$ cat src/rtl/card_dealer_if.sv
// Request/card bus between the card source (card_dealer) and its consumer.
// The master drives the requests and the slave returns the dealt card and deck status.
interface card_dealer_if;
  logic       deal_req;
  logic       new_deck;
  logic [3:0] card_out;
  logic       card_valid;
  logic       busy;
  logic       deck_empty;
  logic [5:0] cards_left;

  modport master (
    output deal_req, new_deck,
    input  card_out, card_valid, busy, deck_empty, cards_left
  );

  modport slave (
    input  deal_req, new_deck,
    output card_out, card_valid, busy, deck_empty, cards_left
  );
endinterface

$ cat src/rtl/card_dealer.sv
// Single 52-card deck dealer: samples a free-running 1..13 rank counter on request and
// skips exhausted ranks in ascending wrap-around order, so each rank is dealt at most four times.
module card_dealer (
  input  logic          CLOCK_50,
  input  logic          reset,
  card_dealer_if.slave  dif
);

  typedef enum logic [1:0] {
    IDLE    = 2'd0,
    SEEK    = 2'd1,
    DELIVER = 2'd2
  } state_t;

  state_t     state_q, state_d;
  logic [3:0] rank_cnt_q, rank_cnt_d;
  logic [3:0] cand_q, cand_d;
  logic [3:0] card_out_q, card_out_d;
  logic [5:0] cards_left_q, cards_left_d;
  logic [2:0] rem_q [13];
  logic [2:0] rem_d [13];
  logic [3:0] cand_idx;

  // rem[] is stored zero-based, so rank r lives in entry r-1
  assign cand_idx = cand_q - 4'd1;

  always_comb begin
    state_d      = state_q;
    cand_d       = cand_q;
    card_out_d   = card_out_q;
    cards_left_d = cards_left_q;
    rem_d        = rem_q;
    rank_cnt_d   = (rank_cnt_q == 4'd13) ? 4'd1 : rank_cnt_q + 4'd1;

    case (state_q)
      IDLE: begin
        if (dif.new_deck) begin
          for (int i = 0; i < 13; i++) rem_d[i] = 3'd4;
          cards_left_d = 6'd52;
          card_out_d   = 4'd0;
        end else if (dif.deal_req && (cards_left_q != 6'd0)) begin
          cand_d  = rank_cnt_q;
          state_d = SEEK;
        end
      end
      SEEK: begin
        // A non-empty deck always hits within 13 steps of the wrap-around scan
        if (rem_q[cand_idx] != 3'd0) begin
          rem_d[cand_idx] = rem_q[cand_idx] - 3'd1;
          cards_left_d    = cards_left_q - 6'd1;
          card_out_d      = cand_q;
          state_d         = DELIVER;
        end else begin
          cand_d = (cand_q == 4'd13) ? 4'd1 : cand_q + 4'd1;
        end
      end
      DELIVER: state_d = IDLE;
      default: state_d = IDLE;
    endcase
  end

  always_ff @(posedge CLOCK_50) begin
    if (reset) begin
      state_q      <= IDLE;
      rank_cnt_q   <= 4'd1;
      cand_q       <= 4'd1;
      card_out_q   <= 4'd0;
      cards_left_q <= 6'd52;
      for (int i = 0; i < 13; i++) rem_q[i] <= 3'd4;
    end else begin
      state_q      <= state_d;
      rank_cnt_q   <= rank_cnt_d;
      cand_q       <= cand_d;
      card_out_q   <= card_out_d;
      cards_left_q <= cards_left_d;
      for (int i = 0; i < 13; i++) rem_q[i] <= rem_d[i];
    end
  end

  assign dif.card_out   = card_out_q;
  assign dif.card_valid = (state_q == DELIVER);
  assign dif.busy       = (state_q != IDLE);
  assign dif.deck_empty = (cards_left_q == 6'd0);
  assign dif.cards_left = cards_left_q;

endmodule

$ cat src/flat_wrapper.sv
// flat-port wrapper written by rule: the top's interface ports become plain ports
module card_dealer_flat 
  (CLOCK_50, reset, dif_deal_req, dif_new_deck, dif_card_out, dif_card_valid, dif_busy, dif_deck_empty, dif_cards_left);
  card_dealer_if dif_i ();
  input  logic CLOCK_50;
  input  logic reset;
  input wire logic [$bits(dif_i.deal_req)-1:0] dif_deal_req;
  input wire logic [$bits(dif_i.new_deck)-1:0] dif_new_deck;
  output wire logic [$bits(dif_i.card_out)-1:0] dif_card_out;
  output wire logic [$bits(dif_i.card_valid)-1:0] dif_card_valid;
  output wire logic [$bits(dif_i.busy)-1:0] dif_busy;
  output wire logic [$bits(dif_i.deck_empty)-1:0] dif_deck_empty;
  output wire logic [$bits(dif_i.cards_left)-1:0] dif_cards_left;
  assign dif_i.deal_req = dif_deal_req;
  assign dif_i.new_deck = dif_new_deck;
  assign dif_card_out = dif_i.card_out;
  assign dif_card_valid = dif_i.card_valid;
  assign dif_busy = dif_i.busy;
  assign dif_deck_empty = dif_i.deck_empty;
  assign dif_cards_left = dif_i.cards_left;
  card_dealer u_core (.CLOCK_50(CLOCK_50), .reset(reset), .dif(dif_i));
endmodule
$ cat config.mk
export PLATFORM = sky130hd
export DESIGN_NAME = card_dealer_flat
export DESIGN_NICKNAME = d
export VERILOG_FILES = /design/src/rtl/card_dealer_if.sv /design/src/rtl/card_dealer.sv /design/src/flat_wrapper.sv
export SDC_FILE = /design/constraint.sdc
export NUM_CORES = 1
export LEC_CHECK = 0
export ABC_AREA = 1
export BUFFER_PORTS_ARGS = -buffer_cell sky130_fd_sc_hd__buf_2
export CORE_MARGIN = 2
export CORE_UTILIZATION = 40
export DETAILED_ROUTE_END_ITERATION = 16
export HOLD_SLACK_MARGIN = 0.12
export SLEW_MARGIN = 20
export SYNTH_ARGS = -nofsm -noshare
export SYNTH_HDL_FRONTEND = slang
export SYNTH_SLANG_ARGS = --single-unit
$ cat constraint.sdc
create_clock -name CLOCK_50 -period 5.2 [get_ports CLOCK_50]
set_input_delay 1.04 -clock CLOCK_50 [delete_from_list [all_inputs] [get_ports CLOCK_50]]
set_output_delay 1.04 -clock CLOCK_50 [all_outputs]
set_load 0.01 [all_outputs]
==> impl_metrics.env, run 1 <==
export IMPL_synth_mux_area_frac=0
export IMPL_finalMaxSlewViolations=0
export IMPL_post_synth_cell_area_avg_um2=7.32
export IMPL_seq_area_frac_synth=0.357
export IMPL_synthFlopType="dfxtp_1"
export IMPL_hold_buffers=0
export IMPL_fin_crit_ns=4.11
export IMPL_period_share=0.790
export IMPL_drt_pass1_iterations=5
export IMPL_antennaDiodeCount=0
export IMPL_cts_sinks=59
export IMPL_outcome="complete, no violations"
export IMPL_holdWs_ns=0.457
export IMPL_drive_gt1_frac=0.149
export IMPL_cts_buffers=9
export IMPL_routed_wl_um=8410
export IMPL_die_h_um=95.0
export IMPL_setup_viol=0
export IMPL_grt_ovfl_total=0
export IMPL_worst_slew_pin_slew_ns=0.719
export IMPL_worstPathRequired_ns=5.41
export IMPL_ctsResizeCount=0
export IMPL_drt_iter0_markers=240
export IMPL_yosys_warnings=0
export IMPL_postCtsSetupRepairBufs=0
export IMPL_die_x_um=95.0
export IMPL_clkLatencyLatePin_ns=0.35
export IMPL_start_util=0.407
export IMPL_drc=0
export IMPL_antenna_found_initial=0
export IMPL_p_leak_nw=1.51
export IMPL_wl_per_cell_um=14.8
export IMPL_ys_seq_elements=59
export IMPL_skew_ns=0.00882
export IMPL_syn_num_nets=469
export IMPL_rsz0062_at_grt="no"
export IMPL_rows=33
export IMPL_vias=3061
export IMPL_htreeDepth=3
export IMPL_design_die_area_um2=9020
export IMPL_startpoint_type="flop"
export IMPL_ir_drop_v=0.000376
export IMPL_synth_distinct_cells=39
export IMPL_finalNetCount=476
export IMPL_crit_fanout=30
export IMPL_fmax_ghz=0.243
export IMPL_hpwl_um=5870
export IMPL_track_usage=0.199
export IMPL_synth_fa_ha_area_frac=0.0491
export IMPL_vias_per_cell=5.38
export IMPL_cts_root_buf="clkbuf_8"
export IMPL_io_pins=17
export IMPL_synth_edf_count=0
export IMPL_portBuffers=16
export IMPL_synth_top_family_by_area="simple AND/OR/NAND/NOR gates"
export IMPL_synthXorXnorAreaFrac=0.00794
export IMPL_synth_compound_area_frac=0.147
export IMPL_fin_setup_tns_ns=0
export IMPL_hold_violations=0
export IMPL_cp_arrival_ns=4.32
export IMPL_worstSetupEndpointType="flop"
export IMPL_grt_max_degree=33
export IMPL_gp_congestion=0.921
export IMPL_grt_first_pass_wirelength_um=13800
export IMPL_postSynthCellCount=452
export IMPL_ant_nets=0
export IMPL_hold_class="reg2reg"
export IMPL_max_cap_violations=0
export IMPL_slew_headroom=0.520
export IMPL_synthSimpleGateAreaFrac=0.361
export IMPL_area_growth_pct=10.4
export IMPL_cts_tree="built"
export IMPL_clock_path_buffers=2
export IMPL_clkTransAtPathRegs_ns=0.07
export IMPL_coreArea_um2=8130
export IMPL_syn_area_um2=3310
export IMPL_worst_setup_path_type="reg2reg"
export IMPL_power_density_nw_per_um2=641
export IMPL_synthArstFlopShare=0
export IMPL_grt_pass1_vias=2786
## Yosys cell counts, types with 2 or more instances
cell type / number / area [um^2]
nand4_4: 2 / 42.5
inv_2: 5 / 18.8
o21ai_0: 25 / 125
o31ai_1: 2 / 15.0
buf_8: 2 / 30.0
nand4_1: 8 / 50.1
nand2_1: 94 / 353
a21oi_2: 2 / 17.5
nand3_1: 55 / 275
nor2_4: 7 / 78.8
xor2_1: 2 / 17.5
nor2_1: 48 / 180
nor2_2: 3 / 18.8
nand2_2: 5 / 31.3
nand2_4: 6 / 67.6
nor2_8: 2 / 40.0
buf_6: 2 / 22.5
buf_4: 3 / 22.5
dfxtp_1: 59 / 1180
buf_1: 2 / 7.51
a21oi_1: 39 / 195
nor3_1: 2 / 10.0
clkbuf_1: 6 / 22.5
inv_1: 26 / 97.6
ha_1: 13 / 163
o211ai_1: 6 / 45.0
o22ai_1: 5 / 31.3
o21ai_1: 5 / 25.0
buf_2: 6 / 30.0
## cell usage in the layout (no fill, tap or decap), types with 5 or more instances in the layout
cell      Yosys  layout
a21oi_1      39      39
buf_2         6      16
clkbuf_8      0      12
dfxtp_1      59      59
ha_1         13      13
inv_1        26      26
inv_2         5       5
nand2_1      94      94
nand2_2       5       5
nand2_4       6       6
nand3_1      55      55
nand4_1       8       8
nor2_1       48      48
nor2_4        7       7
o211ai_1      6       6
o21ai_0      25      25
o21ai_1       5       5
o22ai_1       5       5
## logic make-up after synthesis
kind of cell,count (synthesis)
compound gates,88
buf+inv,54
fa+ha+maj,13
flops,59
xor+xnor,3
simple gates,235
## per-layer routing
layer	GRT usage	routed length [um]	vias up
met3	0.0463	358	13
met1	0.261	3940	1439
li1	-	-	1525
met4	0.0688	121	0
met2	0.321	3990	84
met5	0	0	-
## flip-flops by register name (all words and copies together), names as in the netlist
name                   count
u_core.rank_cnt_q          4
u_core.cand_q              4
u_core.state_q             2
u_core.dif.card_out        4
u_core.rem_q              39
u_core.dif.cards_left      6
## cell type report
type	instances	area, um^2
Clock inverter	4	95.1
Clock buffer	12	165
Tap cell	105	131
Timing Repair Buffer	17	87.6
Sequential cell	59	1180
Multi-Input combinational cell	339	1870
Inverter	33	126
Fill cell	808	4480
## through the flow
stage	total power, W	std cells	instance area (um^2)	utilization	worst slack [ns]
after floorplan	0.00157	452	3310	-	1.99
after global placement	0.00178	553	3390	0.417	1.29
after detailed placement	0.00179	553	3390	0.417	1.16
after CTS	0.00234	569	3650	0.449	1.15
after global routing	0.00249	569	3650	0.449	0.666
final	0.00234	569	3650	0.449	1.09
## worst max-delay path, cell delays in order, from the launching register on
cell	delay, ns
dfxtp_1	0.31
buf_4	0.31
inv_2	0.26
ha_1	0.34
nand2_1	0.15
inv_1	0.07
nor2_2	0.55
nand3_1	0.15
nand3_1	0.13
nand2_2	0.19
ha_1	0.27
ha_1	0.24
inv_1	0.10
nand2_4	0.08
nand2_4	0.23
nand2_1	0.15
inv_2	0.11
nand3_1	0.12
nand3_1	0.13
o211ai_1	0.09
## power breakdown
group          internal, W  total (W)  switching, W
combinational     0.000345    0.00119      0.000844
clock             0.000357   0.000546      0.000189
sequential        0.000531   0.000609     0.0000777
## worst paths after layout
| kind | from | to | slack, ns | cells past startpoint |
|---|---|---|---|---|
| setup / recovery | u_core.cand_q[0] | u_core.rem_q[2] | 1.09 | 19 |
| hold / removal | u_core.rem_q[20] | u_core.rem_q[20] | 0.46 | 2 |
| setup reg to reg | u_core.cand_q[0] | u_core.rem_q[2] | 1.09 | 19 |
| hold reg to reg | u_core.rem_q[20] | u_core.rem_q[20] | 0.46 | 2 |
Note: power is estimated with default switching activity, not from simulation.
==> run 2: changes to the inputs <==
==> constraint.sdc (replaced) <==
create_clock -name CLOCK_50 -period 4 [get_ports CLOCK_50]
set_input_delay 0.8 -clock CLOCK_50 [delete_from_list [all_inputs] [get_ports CLOCK_50]]
set_output_delay 0.8 -clock CLOCK_50 [all_outputs]
set_load 0.01 [all_outputs]
==> impl_metrics.env, run 2 (synthesis gave the netlist of run 1 again) <==
export IMPL_drt_iter0_markers=245
export IMPL_clkTransAtPathRegs_ns=0.07
export IMPL_track_usage=0.207
export IMPL_max_cap_violations=0
export IMPL_timing_rr_start="u_core.cand_q[1]"
export IMPL_design_die_area_um2=9020
export IMPL_cp_num_buf_inv=3
export IMPL_portBuffers=16
export IMPL_multi_input_area_um2=1870
export IMPL_clkLatencyLatePin_ns=0.34
export IMPL_die_x_um=95.0
export IMPL_gp_congestion=0.864
export IMPL_coreArea_um2=8130
export IMPL_hpwl_um=5910
export IMPL_ant_nets=0
export IMPL_start_util=0.407
export IMPL_max_stage_delay_ns=0.54
export IMPL_outcome="complete, no violations"
export IMPL_seq_area_um2=1180
export IMPL_fin_setup_tns_ns=0
export IMPL_cts_buffers=9
export IMPL_finalNetCount=479
export IMPL_hold_class="reg2reg"
export IMPL_grt_pass1_vias=2837
export IMPL_cpLargestDelayFamily="simple AND/OR/NAND/NOR gates"
export IMPL_cts_root_buf="clkbuf_8"
export IMPL_routed_wl_um=8470
export IMPL_hold_violations=0
export IMPL_fillers=828
export IMPL_cp_common_cell="nand2_1"
export IMPL_rows=33
export IMPL_antenna_found_initial=0
export IMPL_wl_per_cell_um=14.8
export IMPL_layout_common_cells="nand2_1, dfxtp_1, nand3_1, nor2_1, a21oi_1"
export IMPL_critPathLaunch="u_core.cand_q[1]"
export IMPL_die_h_um=95.0
export IMPL_rsz0062_at_grt="no"
export IMPL_worst_slew_pin_slew_ns=0.651
export IMPL_grt_first_pass_wirelength_um=14300
export IMPL_grt_ovfl_total=0
export IMPL_crit_fanout=20
export IMPL_hold_buffers=0
export IMPL_antennaDiodeCount=0
export IMPL_power_density_nw_per_um2=822
export IMPL_slew_headroom=0.566
export IMPL_worstSetupEndpointType="flop"
export IMPL_ir_drop_v=0.000477
export IMPL_cp_arrival_ns=3.84
export IMPL_largest_reg_flops=39
export IMPL_grt_use_met2=0.317
export IMPL_worst_setup_path_type="reg2reg"
export IMPL_drc=0
export IMPL_startpoint_type="flop"
export IMPL_fin_util=0.448
export IMPL_clock_path_buffers=2
export IMPL_use_met1=0.280
export IMPL_worstPathRequired_ns=4.20
export IMPL_htreeDepth=3
export IMPL_worstHoldStart="u_core.rank_cnt_q[0]"
export IMPL_drive_gt1_frac=0.154
export IMPL_cts_sinks=59
export IMPL_skew_ns=0.00953
export IMPL_grtUsageMet3=0.0511
export IMPL_cts_tree="built"
export IMPL_largest_register="u_core.rem_q"
export IMPL_fin_crit_ns=3.64
export IMPL_setup_viol=0
export IMPL_crit_slowest_cell="dfxtp_1"
export IMPL_finalMaxSlewViolations=0
export IMPL_vias_per_cell=5.36
export IMPL_crit_chain="inv_1, ha_1, nand2_1, nand2_1, nor2_1, o21ai_0, nand2_1, nor2_1, ha_1, ha_1, inv_1, nand2_4, nand2_4, nand2_1, inv_2, nand3_1, nand3_1, o211ai_1"
export IMPL_area_growth_pct=10.1
export IMPL_grt_max_degree=33
export IMPL_period_share=0.910
export IMPL_vias=3068
export IMPL_postCtsSetupRepairBufs=0
export IMPL_drt_pass1_iterations=6
export IMPL_fmax_ghz=0.275
export IMPL_layout_commonest_cell="nand2_1"
export IMPL_ctsResizeCount=0
export IMPL_p_leak_nw=1.50
export IMPL_grt_busiest_layer="met2"
export IMPL_io_pins=17
[run 2: routing by layer]
| metal | wire length [um] | vias up |
|---|---|---|
| met4 | 195 | 0 |
| met2 | 3910 | 81 |
| li1 | - | 1538 |
| met5 | 0 | - |
| met3 | 382 | 17 |
| met1 | 3990 | 1432 |
[run 2: worst reg2reg max path: stages (launching register included)]
cell and delay [ns]:
dfxtp_1 0.54, inv_1 0.14, ha_1 0.28, nand2_1 0.15, nand2_1 0.19, nor2_1 0.39, o21ai_0 0.23, nand2_1 0.13
nor2_1 0.06, ha_1 0.19, ha_1 0.24, inv_1 0.10, nand2_4 0.08, nand2_4 0.24, nand2_1 0.14, inv_2 0.11
nand3_1 0.13, nand3_1 0.10, o211ai_1 0.08
[run 2: metrics by stage]
step	total power (W)	cells	hold slack (ns)	worst slack (ns)	cell area, um^2
floorplan	0.00204	452	0.411	0.786	3310
CTS	0.00299	572	0.459	0.411	3640
finish	0.00299	572	0.458	0.361	3640
detailed placement	0.00237	556	0.441	0.410	3420
global route	0.00322	572	0.479	0.0763	3640
global placement	0.00236	556	0.442	0.532	3420
[run 2: final timing paths]
path                            depth (start not counted)  slack (ns)              endpoint
worst max-delay path                                   18        0.36       u_core.rem_q[2]
worst min-delay path                                    1        0.46  u_core.rank_cnt_q[0]
worst max register to register                         18        0.36       u_core.rem_q[2]
worst min register to register                          1        0.46  u_core.rank_cnt_q[0]
[run 2: cell type report]
class | instances | share of cell area
repair buffers | 20 | 0.0302
multi-input cells | 339 | 0.513
clock inverters | 6 | 0.0244
well taps | 105 | 0.0361
inverters | 33 | 0.0347
clock buffers | 10 | 0.0378
flip-flops and latches | 59 | 0.324
[run 2: power by group]
| group | switching [W] | leakage [nW] | internal, W | total (W) |
|---|---|---|---|---|
| Clock | 0.000251 | 0.108 | 0.000367 | 0.000618 |
| Combinational | 0.00112 | 0.912 | 0.000468 | 0.00159 |
| Sequential | 0.0000986 | 0.482 | 0.000691 | 0.000789 |
| Total | 0.00147 | 1.50 | 0.00153 | 0.00299 |
==> run 3: changes to the inputs <==
--- a/config.mk
+++ b/config.mk
@@ -9,6 +9,7 @@
 export BUFFER_PORTS_ARGS = -buffer_cell sky130_fd_sc_hd__buf_2
 export CORE_MARGIN = 2
 export CORE_UTILIZATION = 40
+export CTS_BUF_LIST = sky130_fd_sc_hd__clkbuf_4
 export DETAILED_ROUTE_END_ITERATION = 16
 export HOLD_SLACK_MARGIN = 0.12
 export SLEW_MARGIN = 20
==> impl_metrics.env, run 3 (synthesis gave the netlist of run 1 again) <==
export IMPL_skew_ns=0.0107
export IMPL_portBuffers=16
export IMPL_worstPathRequired_ns=4.36
export IMPL_setup_ws_ns=0.375
export IMPL_grt_pass1_vias=2846
export IMPL_worstSetupEndpointType="flop"
export IMPL_power_density_nw_per_um2=803
export IMPL_wl_met1_um=3970
export IMPL_rsz0062_at_grt="no"
export IMPL_design_die_area_um2=9020
export IMPL_max_cap_violations=0
export IMPL_drt_iter0_markers=247
export IMPL_largest_reg_flops=39
export IMPL_track_usage=0.208
export IMPL_cts_tree="built"
export IMPL_clock_path_buffers=2
export IMPL_pre_cts_slack_ns=0.410
export IMPL_wl_per_cell_um=14.9
export IMPL_largest_register="u_core.rem_q"
export IMPL_finalNetCount=479
export IMPL_drc=0
export IMPL_hold_class="reg2reg"
export IMPL_fin_util=0.440
export IMPL_ir_drop_v=0.000408
export IMPL_rows=33
export IMPL_drive_gt1_frac=0.152
export IMPL_ctsResizeCount=0
export IMPL_wl_met2_um=3940
export IMPL_area_growth_pct=8.05
export IMPL_p_int_w=0.00141
export IMPL_die_x_um=95.0
export IMPL_grt_max_degree=33
export IMPL_cts_sinks=59
export IMPL_clkLatencyLatePin_ns=0.42
export IMPL_power_switching_w=0.00146
export IMPL_fmax_ghz=0.276
export IMPL_p_leak_nw=1.47
export IMPL_stdcell_area_um2=3580
export IMPL_hpwl_um=5910
export IMPL_period_share=0.906
export IMPL_worst_setup_path_type="reg2reg"
export IMPL_clockPowerShare=0.171
export IMPL_htreeDepth=3
export IMPL_grt_ovfl_total=0
export IMPL_start_util=0.407
export IMPL_ant_nets=0
export IMPL_dr_max_layer_used="met4"
export IMPL_die_h_um=95.0
export IMPL_drt_pass1_iterations=5
export IMPL_pwr_share_comb=0.554
export IMPL_coreArea_um2=8130
export IMPL_cp_arrival_ns=3.98
export IMPL_setup_viol=0
export IMPL_fin_setup_tns_ns=0
export IMPL_outcome="complete, no violations"
export IMPL_antenna_found_initial=0
export IMPL_fin_crit_ns=3.62
export IMPL_routed_wl_um=8510
export IMPL_postCtsSetupRepairBufs=0
export IMPL_layout_common_cells="nand2_1, dfxtp_1, nand3_1, nor2_1, a21oi_1"
export IMPL_vias_per_cell=5.36
export IMPL_layout_commonest_cell="nand2_1"
export IMPL_worst_slew_pin_slew_ns=0.661
export IMPL_clkTransAtPathRegs_ns=0.11
export IMPL_vias=3066
export IMPL_wl_met3_um=417
export IMPL_gp_congestion=0.864
export IMPL_power_frac_seq=0.275
export IMPL_crit_fanout=20
export IMPL_hold_buffers=0
export IMPL_place_area_um2=3420
export IMPL_finalMaxSlewViolations=0
export IMPL_grt_first_pass_wirelength_um=14300
export IMPL_cts_root_buf="clkbuf_4"
export IMPL_io_pins=17
export IMPL_slew_headroom=0.558
export IMPL_startpoint_type="flop"
export IMPL_antennaDiodeCount=0
export IMPL_cts_buffers=9
export IMPL_netSwitchingFraction=0.510
export IMPL_hold_violations=0
export IMPL_critPathLaunch="u_core.cand_q[1]"
export IMPL_worstHoldStart="u_core.rem_q[4]"
export IMPL_timing_rr_start="u_core.cand_q[1]"
## run 3: layer usage
| metal | vias to the layer above | global-route usage |
|---|---|---|
| li1 | 1539 | - |
| met1 | 1431 | 0.277 |
| met2 | 81 | 0.320 |
| met3 | 15 | 0.0623 |
| met4 | 0 | 0.0749 |
| met5 | - | 0 |
## run 3: worst paths after layout
path | slack, ns | endpoint | cells after the start
setup / recovery | 0.38 | u_core.rem_q[12] | 19
hold / removal | 0.46 | u_core.rem_q[4] | 2
setup reg to reg | 0.38 | u_core.rem_q[12] | 19
hold reg to reg | 0.46 | u_core.rem_q[4] | 2
## run 3: cell type report
cell class              count  area, um^2
well taps                 105         131
inverters                  33         126
flip-flops and latches     59        1180
multi-input cells         339        1870
fillers                   842        4560
clock buffers               9        67.6
repair buffers             20         110
clock inverters             7        92.6
## run 3: critical path: stages, from the launching register on
cell and delay [ns]:
dfxtp_1 0.55, inv_1 0.14, ha_1 0.28, nand2_1 0.15, nand2_1 0.19, nor2_1 0.39, o21ai_0 0.22, nand2_1 0.12
nor2_1 0.06, ha_1 0.19, ha_1 0.24, inv_1 0.10, nand2_4 0.08, nand2_4 0.24, nand2_1 0.13, inv_2 0.10
nand2_2 0.09, nor2_1 0.09, nand2_1 0.06, a21oi_1 0.13
## run 3: power by group through the flow
| stage | Clock (W) | Sequential, W | Combinational, W |
|---|---|---|---|
| 2_1_floorplan | 0 | 0.000778 | 0.00126 |
| 3_3_place_gp | 0 | 0.000802 | 0.00156 |
| 3_5_place_dp | 0 | 0.000800 | 0.00157 |
| 4_1_cts | 0.000499 | 0.000788 | 0.00158 |
| 5_1_grt | 0.000526 | 0.000804 | 0.00176 |
| 6_report | 0.000491 | 0.000789 | 0.00159 |
## run 3: per-stage QoR
stage	cells	total power (W)	hold WS [ns]
2_1_floorplan	452	0.00204	0.411
3_3_place_gp	556	0.00236	0.442
3_5_place_dp	556	0.00237	0.441
4_1_cts	572	0.00286	0.469
5_1_grt	572	0.00309	0.484
6_report	572	0.00287	0.464
